[config.mk]
export PLATFORM = sky130hd
export DESIGN_NAME = alien_rom_arbiter
export DESIGN_NICKNAME = d
export VERILOG_FILES = /design/src/rtl/alien_rom_arbiter.sv
export SDC_FILE = /design/constraint.sdc
export NUM_CORES = 1
export LEC_CHECK = 0
export CAP_MARGIN = 40
export CORE_MARGIN = 1.5
export CORE_UTILIZATION = 35
export DETAILED_ROUTE_END_ITERATION = 8
export PLACE_DENSITY = 0.76
export SYNTH_ARGS = -nofsm -noshare
export SYNTH_HDL_FRONTEND = slang
export SYNTH_SLANG_ARGS = --single-unit
[constraint.sdc]
create_clock -name clk -period 3.48 [get_ports clk]
set_input_delay 0.696 -clock clk [delete_from_list [all_inputs] [get_ports clk]]
set_output_delay 0.696 -clock clk [all_outputs]
set_load 0.01 [all_outputs]
[src/rtl/alien_rom_arbiter.sv]
// Round-robin arbiter sharing one 8x11 RGB444 alien sprite ROM among NUM_REQ pixel requesters.
// Latency: grant is combinational in the request cycle; tagged colour returns 2 cycles later.
// Backpressure: an ungranted requester holds req/address; one grant and one return per cycle, no bubbles.
// Optional: define ALIEN_ARB_TRANSPARENCY_EN to add rd_opaque (returned colour is not background white).
module alien_rom_arbiter #(
  parameter int NUM_REQ = 4,
  parameter int ID_W    = 2
) (
  input  logic                 clk,
  input  logic                 reset,
  input  logic [NUM_REQ-1:0]   req,
  input  logic [3*NUM_REQ-1:0] req_row,
  input  logic [4*NUM_REQ-1:0] req_col,
  output logic [NUM_REQ-1:0]   gnt,
  output logic [2:0]           rom_row,
  output logic [3:0]           rom_col,
  input  logic [11:0]          rom_data,
  output logic                 rd_valid,
  output logic [ID_W-1:0]      rd_id,
  output logic [11:0]          rd_data
`ifdef ALIEN_ARB_TRANSPARENCY_EN
  ,
  output logic                 rd_opaque
`endif
);

  localparam logic [ID_W:0]   NUM_W   = (ID_W+1)'(NUM_REQ);
  localparam logic [ID_W-1:0] LAST_ID = ID_W'(NUM_REQ - 1);

  logic [ID_W-1:0] ptr;
  logic [ID_W-1:0] win_id;
  logic            win_vld;
  logic            grant;
  logic [ID_W:0]   sel_sum;
  logic [ID_W-1:0] sel_idx;
  logic [2:0]      last_row;
  logic [3:0]      last_col;
  logic            s1_vld;
  logic [ID_W-1:0] s1_id;

  // Scan requesters starting at ptr, wrapping, and keep the first one asserting req.
  always_comb begin
    win_vld = 1'b0;
    win_id  = '0;
    sel_sum = '0;
    sel_idx = '0;
    for (int k = 0; k < NUM_REQ; k++) begin
      sel_sum = {1'b0, ptr} + (ID_W+1)'(k);
      if (sel_sum >= NUM_W) sel_sum = sel_sum - NUM_W;
      sel_idx = sel_sum[ID_W-1:0];
      if (!win_vld && req[sel_idx]) begin
        win_vld = 1'b1;
        win_id  = sel_idx;
      end
    end
  end

  // Reset suppresses the grant even though the selection logic is combinational.
  assign grant = win_vld & ~reset;

  // One-hot grant and ROM address mux; idle cycles replay the last granted address.
  always_comb begin
    gnt     = '0;
    rom_row = last_row;
    rom_col = last_col;
    for (int i = 0; i < NUM_REQ; i++) begin
      if (grant && (win_id == ID_W'(i))) begin
        gnt[i]  = 1'b1;
        rom_row = req_row[3*i +: 3];
        rom_col = req_col[4*i +: 4];
      end
    end
  end

  // Advance the priority pointer past the winner and remember the granted address.
  always_ff @(posedge clk or posedge reset) begin
    if (reset) begin
      ptr      <= '0;
      last_row <= '0;
      last_col <= '0;
    end else if (grant) begin
      ptr      <= (win_id == LAST_ID) ? '0 : win_id + 1'b1;
      last_row <= rom_row;
      last_col <= rom_col;
    end
  end

  // Stage 1: tag travelling alongside the ROM's registered address.
  always_ff @(posedge clk or posedge reset) begin
    if (reset) begin
      s1_vld <= 1'b0;
      s1_id  <= '0;
    end else begin
      s1_vld <= grant;
      s1_id  <= win_id;
    end
  end

  // Stage 2: join the ROM colour with its tag; column 11..15 zeros pass through untouched.
  always_ff @(posedge clk or posedge reset) begin
    if (reset) begin
      rd_valid <= 1'b0;
      rd_id    <= '0;
      rd_data  <= 12'h000;
    end else begin
      rd_valid <= s1_vld;
      rd_id    <= s1_id;
      rd_data  <= rom_data;
    end
  end

`ifdef ALIEN_ARB_TRANSPARENCY_EN
  // Opacity flag registered with stage 2 so it lines up with rd_valid; white is background.
  always_ff @(posedge clk or posedge reset) begin
    if (reset) rd_opaque <= 1'b0;
    else       rd_opaque <= (rom_data != 12'hFFF);
  end
`endif

endmodule

==> Yosys cells after proc, flatten, opt, wreduce, memory -nomap -nowiden <==
Index checks and enable logic that the tools add are counted.
{ "totals": {"ff_bits": 27, "in_bits": 46} }
{ "classes": {"add_sub_neg": 8, "n_lt_le_gt_ge": 8, "eq_ne": 3, "mux": 33, "n_bitwise": 2, "n_reduce_logical": 11} }
{ "ops": {"columns": ["op", "n"], "rows": [
  ["2-to-1 mux 2 bit", 9],
  ["2-to-1 mux 4 bit", 4],
  ["< comparator 2 x 3 -> 1 bit, second input constant", 4],
  ["2-to-1 mux 1 bit", 12],
  ["2-to-1 mux 3 bit", 4],
  ["greater-or-equal comparator 3 bit, second input constant", 3],
  ["binary-select mux 1 bit (select 2 bit)", 4],
  ["subtractor 2 x 1 -> 2 bit, second input constant", 4],
  ["logical AND 1 bit", 7],
  ["adder 2 x 2 -> 3 bit, second input constant", 2],
  ["equality test 2 bit, second input constant", 2],
  ["adder 2 x 1 -> 3 bit, second input constant", 1],
  ["greater-or-equal comparator 2 x 3 -> 1 bit, second input constant", 1],
  ["zero test 1 bit", 3],
  ["adder 2 x 1 -> 2 bit, second input constant", 1],
  ["equality test 2 x 1 -> 1 bit, second input constant", 1],
  ["zero test 2 bit", 1],
  ["AND 1 bit", 1],
  ["NOT 1 bit", 1]
]} }

==> Depth between registers and ports, before layout <==
{ "logic_depth": {"depth_word": 20, "depth_mapped": 10, "depth_no_buf": 9} }

==> Worst setup path before layout <==
Ideal clock, no wire load.
{ "synth_path": {"kind": "input to output", "startpoint": "input req[3]", "endpoint": "output rom_col[1]", "arrival_time_ns": 2.257, "t_required_ns": 2.784, "slack_ns": 0.527, "stages": 8, "path_cell_list": "a21boi_0 > o221ai_1 > inv_1 > ha_1 > or3_1 > nor2b_1 > o21ai_0 > nand2_1"} }
{ "synth_via": {"elab_chain_len": 18} }
{ "synth_rtl": {"columns": ["element", "line_no", "text"], "rows": [
  ["from (decl)", "11", "input logic [NUM_REQ-1:0] req,"],
  ["binary-select mux 1 bit (select 2 bit)", "51", "if (!win_vld && req[sel_idx]) begin"],
  ["2-to-1 mux 1 bit (not written as such)", "51", null],
  ["2-to-1 mux 1 bit", "51", null],
  ["zero test 1 bit", "51", null],
  ["logical AND 1 bit", "51", null],
  ["2-to-1 mux 1 bit", "51", null],
  ["zero test 1 bit", "51", null],
  ["logical AND 1 bit", "51", null],
  ["2-to-1 mux 1 bit", "51", null],
  ["zero test 1 bit", "51", null],
  ["logical AND 1 bit", "51", null],
  ["2-to-1 mux 2 bit (*)", "51", null],
  ["via win_id[0]", "31", "logic [ID_W-1:0] win_id;"],
  ["zero test 2 bit", "67", "if (grant && (win_id == ID_W'(i))) begin"],
  ["logical AND 1 bit", "67", null],
  ["2-to-1 mux 4 bit (3 in series)", "67", null],
  ["2-to-1 mux 4 bit (*)", "67", null],
  ["to (decl)", "16", "output logic [3:0] rom_col,"]
]} }
Mark *: on every way through the listed nets, which the timed path passes. The rest lies on a longest branch. The select of a mux whose other input is x is not followed.

==> Worst setup path after layout <==
{ "layout_path": {"startpoint": "input req[1]", "endpoint": "output gnt[3]"} }
{ "layout_via": {"elab_chain_len": 15} }
{ "layout_rtl": {"columns": ["element", "line_no", "text"], "rows": [
  ["binary-select mux 1 bit (select 2 bit)", "51", null],
  ["2-to-1 mux 1 bit (not written as such)", "51", null],
  ["2-to-1 mux 1 bit", "51", null],
  ["zero test 1 bit", "51", null],
  ["logical AND 1 bit", "51", null],
  ["2-to-1 mux 1 bit", "51", null],
  ["zero test 1 bit", "51", null],
  ["logical AND 1 bit", "51", null],
  ["2-to-1 mux 1 bit", "51", null],
  ["zero test 1 bit", "51", null],
  ["logical AND 1 bit", "51", null],
  ["2-to-1 mux 2 bit (*)", "51", null],
  ["via win_id[1]", "31", null],
  ["equality test 2 bit (*)", "67", null],
  ["logical AND 1 bit (*)", "67", null],
  ["2-to-1 mux 1 bit (*)", "67", null],
  ["to (decl)", "14", "output logic [NUM_REQ-1:0] gnt,"]
]} }
Marked as above.

==> impl_results.md <==
* Number of flops mapped to enable cells by yosys at 0
* Hold path startpoint: s1_id[1]
* Final core occ at 0.6873
* Crit path max fanout at 8
* MaxCap Viol Count at 0
* Int Power at 0.8527 mW
* N_diodes at 0
* Sequential area share after synthesis at 0.5352
* GRT Resource Usage Total at 0.1940
* Slew Limit Fails at 0
* Routed len/inst at approximately 14 um
* Post-synth top area share at 0.5352
* Core area at 3390 um2
* Share of cells above drive strength 1 at 0.2248
* Yosys reg bits at 27
* Via Count at between 1000 and 1500
* Synth Area per Inst at roughly 10 um2
* WP data arrival at 2700 ps
* Synth top cells by count: dfrtp_1 (27), nand2_1 (24), o21ai_0 (14)
* Die Span X at ~63 um
* I/O Buffers at 71
* Yosys Warn Count at 0
* Initial Util at 0.3725
* Worst-skew pair later-pin latency at between 300 and 400 ps
* Top_reg_cell synth: dfrtp_1
* Min Tclk post-route at approximately 3400 ps
* Fraction of registers with async set/reset at 1.000
* Mapped Nets at 174
* Sw frac at 0.3710
* Synth area leader: dfrtp_1
* DPL Wire Length at 2922 um
* Crit-path max cell delay at between 500 and 600 ps
* CP endpoint kind: output pin
* Peak VDD IR at 0.0002728 V
* Most common cell in the netlist: dfrtp_1
* CTS Buf Count at 3
* Comb pwr share at 0.580
* Crit-path cells: dlygate4sd2_1 -> o31ai_2 -> o22a_1 -> ha_1 -> buf_4 -> nor3b_2 -> buf_6 -> clkdlybuf4s50_1
* NetSw at 0.5029 mW
* Worst path slowest cell: clkdlybuf4s50_1
* PwrDens at ~580 nW/um2
* CTS Sinks at 27
* 1st-pass router iterations at 6
* Total Power at roughly 1.4 mW
* Worst r2r src: ptr[0]
* H-tree depth at 1
* Total gr overflow at 0
* First-pass GRT wire length at 5996 um
* Hold WC Path Type: reg -> reg
* Critical Path Start Type: input port
* Hold Crit Depth at 0
* Cts hold-fix bufs at 0
* Initial antenna violation count at 0
* CTS max path bufs at 2
* Reg power frac at 0.316
* # DRC at 0
* Static Leak at 1.012 nW
* Worst-margin pin slew at just over 500 ps
* Setup TNS at 0 ps
* Status: finished clean
* Die ar. at between 3000 and 4000 um2
* Reg2Reg Depth at 12
* Worst Path Required at ~2800 ps
* Count of unique library cells instantiated by Yosys at 28
* Synth area leaders: dfrtp_1 (54%), nand2_1 (7.1%), o21ai_0 (5.6%)
* Top-level port count at between 70 and 80
* Rows at 21
* CTS root buf: clkbuf_4
* Vias in the first global route at 1234
* Worst r2r dst: last_col[3]
* Crit Path Class: in -> out
* Max-slew headroom at 0.6608
* Hold Path End: rd_id[1]
* CTS tree: built
* Vias/cell at 4.902
* Gate Count Post-Synth at between 100 and 150
* Worst Clk Skew at about 5.9 ps
* Layout Nets at between 200 and 300
* Setup violations, final at 0
* Largest net degree at the start of global routing at 18
* Initial DRC Count at between 60 and 70
* GPL Wtd Cong at 0.7628
* Clk pwr share at 0.105
* Final Hold Fails at 0
* FILL cells at between 200 and 300
* Final Cycle Share at 0.9766
* Max Clk Rate at approximately 0.29 GHz
* Post-DRT Antenna Nets at 0
* Worst-path clk slew at about 150 ps
* Area grow syn2layout at 84.54%
* Routed WL at ~3800 um
* R2r setup slk at 1240 ps
* Die H at 63.06 um
* Post-Syn Area at about 1300 um2
[layout make-up]
type                            instances  area, um2  area share
Clock buffer                            3      22.52    0.009667
Clock inverter                          1      8.758    0.003759
Sequential cell                        27      678.2      0.2911
Tap cell                               46      57.56     0.02470
Inverter                                5      21.27    0.009130
Timing Repair Buffer                   94      909.6      0.3904
Multi-Input combinational cell         88      631.9      0.2712
[cell usage in the layout (no fill, tap or decap), types with 2 or more instances in the layout]
master,count
a21oi_1,7
a32oi_1,3
a32oi_2,4
and2_1,3
buf_4,20
buf_6,2
clkbuf_4,3
clkdlybuf4s15_1,6
clkdlybuf4s15_2,2
clkdlybuf4s50_1,60
dfrtp_1,25
dfrtp_2,2
ha_1,3
inv_1,3
nand2_1,23
nand2b_1,7
nor2b_1,6
o21ai_0,10
o21ai_1,5
[power groups by stage]
| stage | logic, mW | registers (mW) | clock network [mW] |
|---|---|---|---|
| after detailed placement | 0.714 | 0.425 | 0 |
| after floorplan | 0.331 | 0.426 | 0 |
| after global routing | 0.848 | 0.433 | 0.164 |
| final | 0.786 | 0.428 | 0.142 |
| after global placement | 0.687 | 0.423 | 0 |
| after CTS | 0.766 | 0.422 | 0.148 |
[worst max-delay path, delay by kind of cell]
kind	cells	cell delay [ps]
buffers and inverters	4	1130
AOI/OAI and AO/OA	2	500
adders and majority gates	1	200
and+or+nand+nor	1	170
[how the worst max path moves through the flow]
| stage | start | end | slack (ps) | depth (start not counted) |
|---|---|---|---|---|
| after floorplan | req[3] | rom_col[1] | 530 | 8 |
| after global placement | req[2] | rom_col[3] | -520 | 10 |
| after detailed placement | req[2] | rom_col[3] | -690 | 10 |
| after CTS | req[0] | rom_col[3] | 30 | 11 |
| after global routing | req[1] | rom_col[1] | -6 | 10 |
| final | req[1] | gnt[3] | 80 | 8 |
[routing by layer]
| layer | track usage | up-vias | share of wire |
|---|---|---|---|
| met1 | 0.2494 | 616 | 0.41 |
| met5 | 0 | - | 0 |
| met3 | 0.02500 | 6 | 0.052 |
| li1 | - | 618 | - |
| met4 | 0.07222 | 0 | 0.021 |
| met2 | 0.3324 | 54 | 0.51 |
[sequential cells by signal (all words and copies together), names as in the netlist]
| signal | cells |
|---|---|
| s1_id | 2 |
| s1_vld | 1 |
| rd_data | 12 |
| ptr | 2 |
| last_row | 3 |
| rd_id | 2 |
| last_col | 4 |
| rd_valid | 1 |
[per-stage QoR]
step	hold WS, ps	setup WS, ps	instance area, um2	cells
floorplan	331.2	527.2	1262	124
global placement	334.4	-524.9	2150	256
detailed placement	334.7	-686.5	2177	257
CTS	369.8	34.07	2302	264
global route	380.1	-6.390	2330	264
finish	367.7	81.52	2330	264
[what timing repair did]
action | 4_1_cts | 5_1_grt
buffers inserted | 3 | 0
pin swaps | 6 | 3
resized for setup | 37 | 11
setup endpoints to repair | 11 | 11
gates cloned | 0 | 0
[kinds of logic (layout without fill, tap and decap cells)]
kind of cell / after synthesis / after routing / share of synthesized area
buffers and inverters: 9 / 103 / 0.03568
muxes: 2 / 2 / 0.01982
and+or+nand+nor: 47 / 47 / 0.1992
adders and majority gates: 4 / 4 / 0.03964
DFF: 27 / 27 / 0.5352
AOI/OAI and AO/OA: 35 / 35 / 0.1705
Note: power is estimated with default switching activity, not from simulation.
